### config.mk
export PLATFORM = sky130hd
export DESIGN_NAME = xy_vector_sequencer_flat
export DESIGN_NICKNAME = d
export VERILOG_FILES = /design/src/rtl/xy_vector_sequencer_if.sv /design/src/rtl/xy_vector_sequencer.sv /design/src/flat_wrapper.sv
export SDC_FILE = /design/constraint.sdc
export NUM_CORES = 1
export LEC_CHECK = 0
export CAP_MARGIN = 5
export CORE_ASPECT_RATIO = 0.75
export CORE_UTILIZATION = 55
export CTS_CLUSTER_DIAMETER = 150
export CTS_CLUSTER_SIZE = 40
export DETAILED_ROUTE_END_ITERATION = 7
export PLACE_DENSITY = 0.75
export SETUP_SLACK_MARGIN = 0.02
export SLEW_MARGIN = 10
export SYNTH_ARGS = -nofsm -noshare
export SYNTH_HDL_FRONTEND = slang
export SYNTH_SLANG_ARGS = --single-unit
### constraint.sdc
create_clock -name clock -period 11.8 [get_ports clock]
set_input_delay 2.36 -clock clock [delete_from_list [all_inputs] [get_ports clock]]
set_output_delay 2.36 -clock clock [all_outputs]
set_load 0.03 [all_outputs]
### src/rtl/xy_vector_sequencer_if.sv
// Bus interface for xy_vector_sequencer.
//   start/x_in/y_in            : run request and signed Q16.16 operands
//   busy/done                  : run status and one-cycle completion pulse
//   stage_valid/z_init/y_stage/
//   lookup_table_amount        : per-iteration feed for a downstream angle stage
//   x_out/quad_flip            : final magnitude and 180-degree pre-rotation flag
// master = requester side, slave = sequencer side.
interface xy_vector_sequencer_if;
    localparam int unsigned DATA_W = 32;

    logic              start;
    logic [DATA_W-1:0] x_in;
    logic [DATA_W-1:0] y_in;
    logic              busy;
    logic              stage_valid;
    logic              z_init;
    logic [DATA_W-1:0] y_stage;
    logic [DATA_W-1:0] lookup_table_amount;
    logic [DATA_W-1:0] x_out;
    logic              quad_flip;
    logic              done;

    modport master (
        output start, x_in, y_in,
        input  busy, stage_valid, z_init, y_stage, lookup_table_amount,
               x_out, quad_flip, done
    );

    modport slave (
        input  start, x_in, y_in,
        output busy, stage_valid, z_init, y_stage, lookup_table_amount,
               x_out, quad_flip, done
    );
endinterface

### src/rtl/xy_vector_sequencer.sv
// xy_vector_sequencer: 16-iteration CORDIC vectoring sequencer (Q16.16).
// Drives y to zero while accumulating magnitude in x. Each RUN cycle it
// presents the pre-update y and atan(2^-i) so a registered downstream angle
// stage can track the rotation direction.
// Ports:
//   clock  : rising-edge clock
//   reset  : synchronous active-high reset
//   bus    : xy_vector_sequencer_if.slave (start, operands, stage feed, results)
// Optional build macro CORDIC_GAIN_COMP_EN adds a SCALE cycle that multiplies
// the final x by K=0.607253; without it x_out carries the raw CORDIC gain.
module xy_vector_sequencer (
    input  logic                  clock,
    input  logic                  reset,
    xy_vector_sequencer_if.slave  bus
);
    localparam int unsigned DATA_W = 32;
    localparam int unsigned ITER_N = 16;
    localparam int unsigned ITER_W = 4;

`ifdef CORDIC_GAIN_COMP_EN
    typedef enum logic [1:0] {IDLE = 2'd0, RUN = 2'd1, DONE = 2'd2, SCALE = 2'd3} state_t;
    localparam logic signed [63:0] K_GAIN = 64'sh0000_0000_0000_9B75;
    logic signed [63:0] x_ext;
    logic signed [63:0] prod;
`else
    typedef enum logic [1:0] {IDLE = 2'd0, RUN = 2'd1, DONE = 2'd2} state_t;
`endif

    state_t state_q, state_d;
    logic [ITER_W-1:0]        iter_q, iter_d;
    logic signed [DATA_W-1:0] x_q, x_d, y_q, y_d;
    logic signed [DATA_W-1:0] x_shr, y_shr;
    logic [DATA_W-1:0]        xout_q, xout_d;
    logic                     flip_q, flip_d;
    logic                     busy_q, busy_d;
    logic                     sv_q, sv_d;
    logic                     zi_q, zi_d;
    logic                     done_q, done_d;
    logic [DATA_W-1:0]        ystage_q, ystage_d;
    logic [DATA_W-1:0]        lut_q, lut_d;

    // atan(2^-i) in degrees, Q16.16
    function automatic logic [DATA_W-1:0] atan_lut(input logic [ITER_W-1:0] i);
        case (i)
            4'd0:    atan_lut = 32'h002D_0000;
            4'd1:    atan_lut = 32'h001A_90A8;
            4'd2:    atan_lut = 32'h000E_0947;
            4'd3:    atan_lut = 32'h0007_2001;
            4'd4:    atan_lut = 32'h0003_938B;
            4'd5:    atan_lut = 32'h0001_CA38;
            4'd6:    atan_lut = 32'h0000_E52A;
            4'd7:    atan_lut = 32'h0000_7297;
            4'd8:    atan_lut = 32'h0000_394C;
            4'd9:    atan_lut = 32'h0000_1CA6;
            4'd10:   atan_lut = 32'h0000_0E53;
            4'd11:   atan_lut = 32'h0000_0729;
            4'd12:   atan_lut = 32'h0000_0395;
            4'd13:   atan_lut = 32'h0000_01CA;
            4'd14:   atan_lut = 32'h0000_00E5;
            default: atan_lut = 32'h0000_0073;
        endcase
    endfunction

    // Next-state, datapath and registered-output next values
    always_comb begin
        state_d = state_q;
        iter_d  = iter_q;
        x_d     = x_q;
        y_d     = y_q;
        xout_d  = xout_q;
        flip_d  = flip_q;
        x_shr   = x_q >>> iter_q;
        y_shr   = y_q >>> iter_q;
`ifdef CORDIC_GAIN_COMP_EN
        x_ext   = {{32{x_q[DATA_W-1]}}, x_q};
        prod    = x_ext * K_GAIN;
`endif

        case (state_q)
            IDLE: begin
                if (bus.start) begin
                    // Left half-plane operands are rotated 180 deg so CORDIC converges
                    flip_d  = bus.x_in[DATA_W-1];
                    x_d     = bus.x_in[DATA_W-1] ? -$signed(bus.x_in) : $signed(bus.x_in);
                    y_d     = bus.x_in[DATA_W-1] ? -$signed(bus.y_in) : $signed(bus.y_in);
                    iter_d  = '0;
                    state_d = RUN;
                end
            end
            RUN: begin
                if (y_q[DATA_W-1]) begin
                    y_d = y_q + x_shr;
                    x_d = x_q - y_shr;
                end else begin
                    y_d = y_q - x_shr;
                    x_d = x_q + y_shr;
                end
                iter_d = iter_q + ITER_W'(1);
                if (iter_q == ITER_W'(ITER_N - 1)) begin
`ifdef CORDIC_GAIN_COMP_EN
                    state_d = SCALE;
`else
                    xout_d  = x_d;
                    state_d = DONE;
`endif
                end
            end
`ifdef CORDIC_GAIN_COMP_EN
            SCALE: begin
                xout_d  = 32'(prod >>> 16);
                state_d = DONE;
            end
`endif
            DONE:    state_d = IDLE;
            default: state_d = IDLE;
        endcase

        // Outputs are registered from next-state values so they align with the state
        busy_d   = (state_d != IDLE);
        sv_d     = (state_d == RUN);
        zi_d     = (state_d == RUN) && (iter_d == '0);
        done_d   = (state_d == DONE);
        ystage_d = (state_d == RUN) ? y_d : '0;
        lut_d    = (state_d == RUN) ? atan_lut(iter_d) : '0;
    end

    // State and output registers
    always_ff @(posedge clock) begin
        if (reset) begin
            state_q  <= IDLE;
            iter_q   <= '0;
            x_q      <= '0;
            y_q      <= '0;
            xout_q   <= '0;
            flip_q   <= 1'b0;
            busy_q   <= 1'b0;
            sv_q     <= 1'b0;
            zi_q     <= 1'b0;
            done_q   <= 1'b0;
            ystage_q <= '0;
            lut_q    <= '0;
        end else begin
            state_q  <= state_d;
            iter_q   <= iter_d;
            x_q      <= x_d;
            y_q      <= y_d;
            xout_q   <= xout_d;
            flip_q   <= flip_d;
            busy_q   <= busy_d;
            sv_q     <= sv_d;
            zi_q     <= zi_d;
            done_q   <= done_d;
            ystage_q <= ystage_d;
            lut_q    <= lut_d;
        end
    end

    assign bus.busy                = busy_q;
    assign bus.stage_valid         = sv_q;
    assign bus.z_init              = zi_q;
    assign bus.y_stage             = ystage_q;
    assign bus.lookup_table_amount = lut_q;
    assign bus.x_out               = xout_q;
    assign bus.quad_flip           = flip_q;
    assign bus.done                = done_q;
endmodule

### src/flat_wrapper.sv
// flat-port wrapper written by rule: the top's interface ports become plain ports
module xy_vector_sequencer_flat 
  (clock, reset, bus_start, bus_x_in, bus_y_in, bus_busy, bus_stage_valid, bus_z_init, bus_y_stage, bus_lookup_table_amount, bus_x_out, bus_quad_flip, bus_done);
  xy_vector_sequencer_if bus_i ();
  input  logic clock;
  input  logic reset;
  input wire logic [$bits(bus_i.start)-1:0] bus_start;
  input wire logic [$bits(bus_i.x_in)-1:0] bus_x_in;
  input wire logic [$bits(bus_i.y_in)-1:0] bus_y_in;
  output wire logic [$bits(bus_i.busy)-1:0] bus_busy;
  output wire logic [$bits(bus_i.stage_valid)-1:0] bus_stage_valid;
  output wire logic [$bits(bus_i.z_init)-1:0] bus_z_init;
  output wire logic [$bits(bus_i.y_stage)-1:0] bus_y_stage;
  output wire logic [$bits(bus_i.lookup_table_amount)-1:0] bus_lookup_table_amount;
  output wire logic [$bits(bus_i.x_out)-1:0] bus_x_out;
  output wire logic [$bits(bus_i.quad_flip)-1:0] bus_quad_flip;
  output wire logic [$bits(bus_i.done)-1:0] bus_done;
  assign bus_i.start = bus_start;
  assign bus_i.x_in = bus_x_in;
  assign bus_i.y_in = bus_y_in;
  assign bus_busy = bus_i.busy;
  assign bus_stage_valid = bus_i.stage_valid;
  assign bus_z_init = bus_i.z_init;
  assign bus_y_stage = bus_i.y_stage;
  assign bus_lookup_table_amount = bus_i.lookup_table_amount;
  assign bus_x_out = bus_i.x_out;
  assign bus_quad_flip = bus_i.quad_flip;
  assign bus_done = bus_i.done;
  xy_vector_sequencer u_core (.clock(clock), .reset(reset), .bus(bus_i));
endmodule
* Word-level counts from Yosys, hierarchy flattened
Memories as Yosys holds them, arrays and structs flattened. A register that Yosys moved wholly into a read port is not among the register bits.
Cells that the tools add are included.
** Word-level totals
- Register bits after elaboration :: 171
- Latch bits :: 0
- RAM bits :: 0
- ROM bits :: 352
- Input port bits :: 67
- Output and inout bits :: 101
- Word-level logic and storage cells :: 50
- Memories :: 1
** Memories
- (no name shown) :: depth 16, width 22, read ports 1, clocked after memory_dff 1, wr ports 0, line xy_vector_sequencer.sv:44 : case (i)
** Cells by class
- Add/sub/neg operators :: 7
- $mul :: 0
- Div/mod/pow operators :: 0
- Magnitude comparators :: 0
- Eq/ne operators :: 5
- Shifts and indexed selects :: 2
- Mux-type cells :: 13
- Bitwise operators :: 1
- Reduce and logical (&&, ||, !) cells :: 9
** Operator list (number)
- 2-to-1 mux 32 bit :: 6
- case mux 32 bit (2 select lines) :: 2
- adder 32 bit :: 2
- negation 32 bit :: 2
- >>> shifter 32 x 4 -> 32 bit :: 2
- subtractor 32 bit :: 2
- case mux 4 bit (2 select lines) :: 1
- AND reduction 2 bit :: 3
- adder 4 x 1 -> 4 bit (second input constant) :: 1
- == test 2 x 1 -> 1 bit (second input constant) :: 2
- == test 4 bit (second input constant) :: 1
- logical NOT 4 bit :: 1
- 2-to-1 mux 2 bit :: 2
- 2-to-1 mux 4 bit :: 1
- case mux 2 bit (2 select lines) :: 1
- nonzero test 2 bit :: 2
- == test 2 bit (second input constant) :: 1
- logical NOT 2 bit :: 1
- != test 2 bit (second input constant) :: 1
- OR reduction 2 bit :: 1
- logical AND 1 bit :: 1
- inverter 1 bit :: 1

* Depth between registers and ports, before layout
- Depth after elaboration :: 6
- Mapped depth :: 28
- Mapped depth without buffers :: 23

* Least setup slack after synthesis
Ideal clock, no wire load.
- Path kind :: flip-flop to flip-flop
- Start :: reg u_core.iter_q[2]
- End :: reg u_core.ystage_q[30], in the netlist u_core.bus.y_stage[30]
- Setup time :: 0.129 ns
- Data arrival time :: 5.188 ns
- Path slack :: 6.483 ns
- Stages on the path, launching flop included :: 24
- Period minus slack after synthesis :: 5.317 ns
- Path through :: dfxtp_1 clkbuf_1 clkbuf_1 clkbuf_1 clkbuf_1 buf_1 o21a_1 ha_1 nand2_1 nor2_2 nand4_1 inv_1 a21oi_1 xor2_1 ha_1 a21o_1 a221oi_1 or4_1 a21oi_1 o41ai_1 o21ai_0 xor2_1 a222oi_1 nor2_1
** On the way
- Longest elaborated chain between the ends :: 6
- Elaborated cells on any way between the ends :: 11
- Those cells by class :: add/sub: 2; eq/ne: 2; shift: 1; mux: 4; bitwise: 1; reduce/logical: 1
** RTL lines
- from (decl) :: line xy_vector_sequencer.sv:30 : logic [ITER_W-1:0] iter_q, iter_d;
- from (signal assigned) :: line xy_vector_sequencer.sv:144 : iter_q <= iter_d;
- branches (longest 6 deep; another with subtractor 32 bit)
- to (signal assigned) :: line xy_vector_sequencer.sv:153 : ystage_q <= ystage_d;
- to (decl) :: line xy_vector_sequencer.sv:39 : logic [DATA_W-1:0] ystage_q, ystage_d;
Parallel ways; which one is timed is not known.
A chain may end at the register's enable or synchronous reset.

* Worst setup path after layout
- Start :: reg u_core.iter_q[0]
- End :: reg u_core.x_q[29]
** On the way
- Longest elaborated chain between the ends :: 4
- Elaborated cells on any way between the ends :: 5
- Those cells by class :: add/sub: 2; shift: 1; mux: 2
** RTL lines
- >>> shifter 32 x 4 -> 32 bit (*) :: line xy_vector_sequencer.sv:73 : y_shr = y_q >>> iter_q;
- adder 32 bit / subtractor 32 bit (equally long branches) :: line xy_vector_sequencer.sv:96, xy_vector_sequencer.sv:93
- 2-to-1 mux 32 bit (*) :: line xy_vector_sequencer.sv:91 : if (y_q[DATA_W-1]) begin
- case mux 32 bit (2 select lines) (*) :: line xy_vector_sequencer.sv:79 : case (state_q)
- to (signal assigned) :: line xy_vector_sequencer.sv:132 : x_q <= '0;
- to (signal assigned) :: line xy_vector_sequencer.sv:145 : x_q <= x_d;
- to (decl) :: line xy_vector_sequencer.sv:31 : logic signed [DATA_W-1:0] x_q, x_d, y_q, y_d;
Mark *: on every way between the ends. The rest lies on a longest branch, timed or not.

==> key figures <==
Final layout
  • Share of post-route cells with drive strength above 1: around 8.2%
  • Ant diodes: 0
  • Net count reported at finish: ~2200
  • Finished Layout Cells: between 2000 and 2500
  • Most frequent cells in the layout: nor2_1, nand2_1, a21oi_1
  • Commonest non-fill, non-tap cell in the layout: nor2_1
  • Area growth, synth to finish: 14.1%

Route
  • Drt first pass iters: 6
  • DR vias: 15600
  • Vias per cell: 6.38
  • DRC: 0
  • Total Wirelength: around 50000 µm
  • Initial DRC count: between 1500 and 2000
  • Post-route ant nets: 0
  • Routed length per instance: roughly 20 µm

Global routing
  • Initial antenna violation count: 0
  • First-pass GRT wire length: just under 80000 µm
  • GRT Overall Usage: around a third
  • Largest net degree at the start of global routing: 74
  • Vias in the first global route: between 10000 and 15000
  • GRT Residual Overflow: 0

Place
  • Number of I/O port buffers: around 160
  • Post-DP HPWL: between 30000 and 40000 µm
  • Placer Congestion: between 0.9 and 1
  • Placed Cells incl. Taps: around 2400

Power
  • Worst-case vdd ir drop: ~100 µV
  • Final Power: 3.78 mW
  • Leakage: a little under 7 nW
  • PwrDens: between 200 and 250 nW/µm²

Critical path
  • Worst path arrival time: between 7000 and 8000 ps
  • Slowest stage delay, CP: around 770 ps
  • Crit start category: register
  • Critical path's top delay family: compound AO/OA/AOI/OAI gates
  • Worst reg-to-reg path cell count: 21
  • Buf/Inv on CP: 1
  • Setup CP Type: reg -> reg
  • Crit path max fanout: 46
  • Stages on worst setup path: 21
  • CP endpoint kind: register
  • CP max stage cell: dfxtp_4
  • Crit-path cells: buf_4 -> mux4_1 -> mux2i_1 -> nand2_1 -> o21ai_0 -> ha_1 -> o21a_1 -> nor4b_2 -> and3_1 -> nor2_1 -> xor2_1 -> ha_1 -> a21o_1 -> a211oi_1 -> o211ai_1 -> nand3_1 -> a31oi_1 -> o41a_1 -> xor2_1 -> nand2_1 -> a21oi_1
  • WP data required: 12190 ps
  • R2r setup slk: about 4900 ps

Clocking
  • Clock Sinks: ~160
  • CTS Buf Count: 17
  • Worst-Skew Late Latency: around 450 ps
  • Post-CTS Setup Bufs: 0
  • Hold Buf Count CTS: 0
  • Largest buffer count on any clock path: 2
  • CTS root buf: clkbuf_16
  • H-tree levels: 4
  • Post_cts resized: 0
  • CTS clk-pin slew, worst paths: about 80 ps
  • CTS tree: done

Synth
  • Yosys reg bits: around 160
  • EDFF count, synth: 0
  • Register area share after synthesis: 20.7%
  • Yosys cell types: 91
  • Syn_area_per_cell: between 7 and 8 µm²
  • Post-synth top flop: dfxtp_1
  • Synth area leader: dfxtp_1
  • Asr flop ratio synth: 0%
  • Synth top area share: ~21%
  • Synth Instances: ~2000
  • Synth warn: 0
  • Mapped cell area: about 16000 µm²
  • Synth area leaders: dfxtp_1, mux4_2, ha_1, a21oi_1, nor2_1

Timing
  • Slew at the pin with the worst max-slew slack: approximately 900 ps
  • Setup Skew: 14.6 ps
  • Period Utilization, post-route: 58.9%
  • Slew HR: 41.4%
  • Fin crit period: 6950 ps
  • Fin. Hold Viols: 0
  • Hold WS: 455 ps
  • Setup-failing EPs final: 0
  • FMAX: ~0.14 GHz
  • RSZ-0062 raised after global routing: no
  • Slew Limit Fails: 0
  • Setup TNS: 0 ps

Floorplanning
  • DIE AREA: 29000 µm²
  • Core area: approximately 27000 µm²
  • Site row count: 52
  • I/O pin cnt: 168
  • Initial Utilization: a little under three fifths
  • Die height: approximately 150 µm
  • Die X: 196 µm

Run status
  • Status: completed

Min path
  • Hold depth: 2
  • Worst Hold Class: reg -> reg

Job
  • Maxcap violations: 0
==> logic make-up after synthesis <==
group / Yosys count / synth area share, %
and+or+nand+nor: 686 / 20.6
other: 1 / 0.0241
DFF: 161 / 20.7
AOI/OAI and AO/OA: 570 / 23.3
buffers and inverters: 179 / 5.32
muxes: 129 / 13.9
adders and majority gates: 84 / 6.84
xor gates and xnor gates: 164 / 9.22
==> path summary, 6_finish.rpt <==
kind | startpoint | end
setup / recovery | u_core.iter_q[0] | u_core.x_q[29]
hold / removal | u_core.bus.x_out[21] | u_core.bus.x_out[21]
setup reg to reg | u_core.iter_q[0] | u_core.x_q[29]
hold reg to reg | u_core.bus.x_out[21] | u_core.bus.x_out[21]
==> worst reg2reg max path, delay by kind of cell (launching register included) <==
family / cells / cell delay, ps
AOI/OAI and AO/OA: 8 / 2040
xor gates and xnor gates: 2 / 420
adders and majority gates: 2 / 600
buffers and inverters: 1 / 650
DFF: 1 / 770
muxes: 2 / 980
and+or+nand+nor: 6 / 1440
==> final cells by class <==
type	count	area [µm²]
Fill cell	2453	9610
Multi-Input combinational cell	1643	11600
Tap cell	378	473
Sequential cell	161	3230
Timing Repair Buffer	178	1720
Clock inverter	13	138
Clock buffer	18	450
Inverter	47	176
==> synth_stat cells, types with 10 or more instances <==
library cell and instances:
nand3_1 30, xor2_1 80, mux4_2 56, nor2_1 230, inv_1 44, a21o_1 37
a211oi_1 25, or3_1 17, mux2_2 20, buf_4 15, buf_1 18, a22oi_1 11
or2_2 11, o21a_1 16, nand2b_1 15, o211ai_1 24, o31ai_1 28, nor2b_1 30
nor3_1 44, ha_1 82, a221oi_1 12, dfxtp_1 161, and2_1 21, mux2i_1 42
buf_2 10, o21ai_0 94, o22ai_1 20, clkbuf_1 79, o221ai_1 11, and3_1 17
xnor2_1 84, a31oi_1 27, a21oi_1 193, nand2_1 217
==> stage by stage <==
step	instance area, µm²	worst slack (ps)	utilization [%]
floorplan	15600	6480	-
global placement	17200	5240	62.8
detailed placement	17200	5080	62.8
CTS	17800	5010	64.9
global route	17800	4360	64.9
finish	17800	4850	64.9
==> per-layer routing <==
layer / vias to the layer above / global-route usage (%) / wire, µm
met1: 7362 / 49.8 / 22500
met5: - / 0 / 0
li1: 7346 / - / -
met3: 72 / 7.07 / 4930
met2: 779 / 51.4 / 21600
met4: 0 / 8.59 / 860
==> where the power goes <==
group / switching [mW] / internal [mW]
Combinational: 1.37 / 1.02
Clock: 0.269 / 0.310
Sequential: 0.184 / 0.629
==> sequential cells by signal, summed over array words and instances (netlist names) <==
name,cells
u_core.y_q,32
u_core.bus.z_init,1
u_core.state_q,2
u_core.bus.y_stage,32
u_core.bus.x_out,32
u_core.bus.done,1
u_core.x_q,32
u_core.bus.lookup_table_amount,22
u_core.bus.busy,1
u_core.iter_q,4
u_core.bus.quad_flip,1
u_core.bus.stage_valid,1
(Power assumes the default switching activity.)
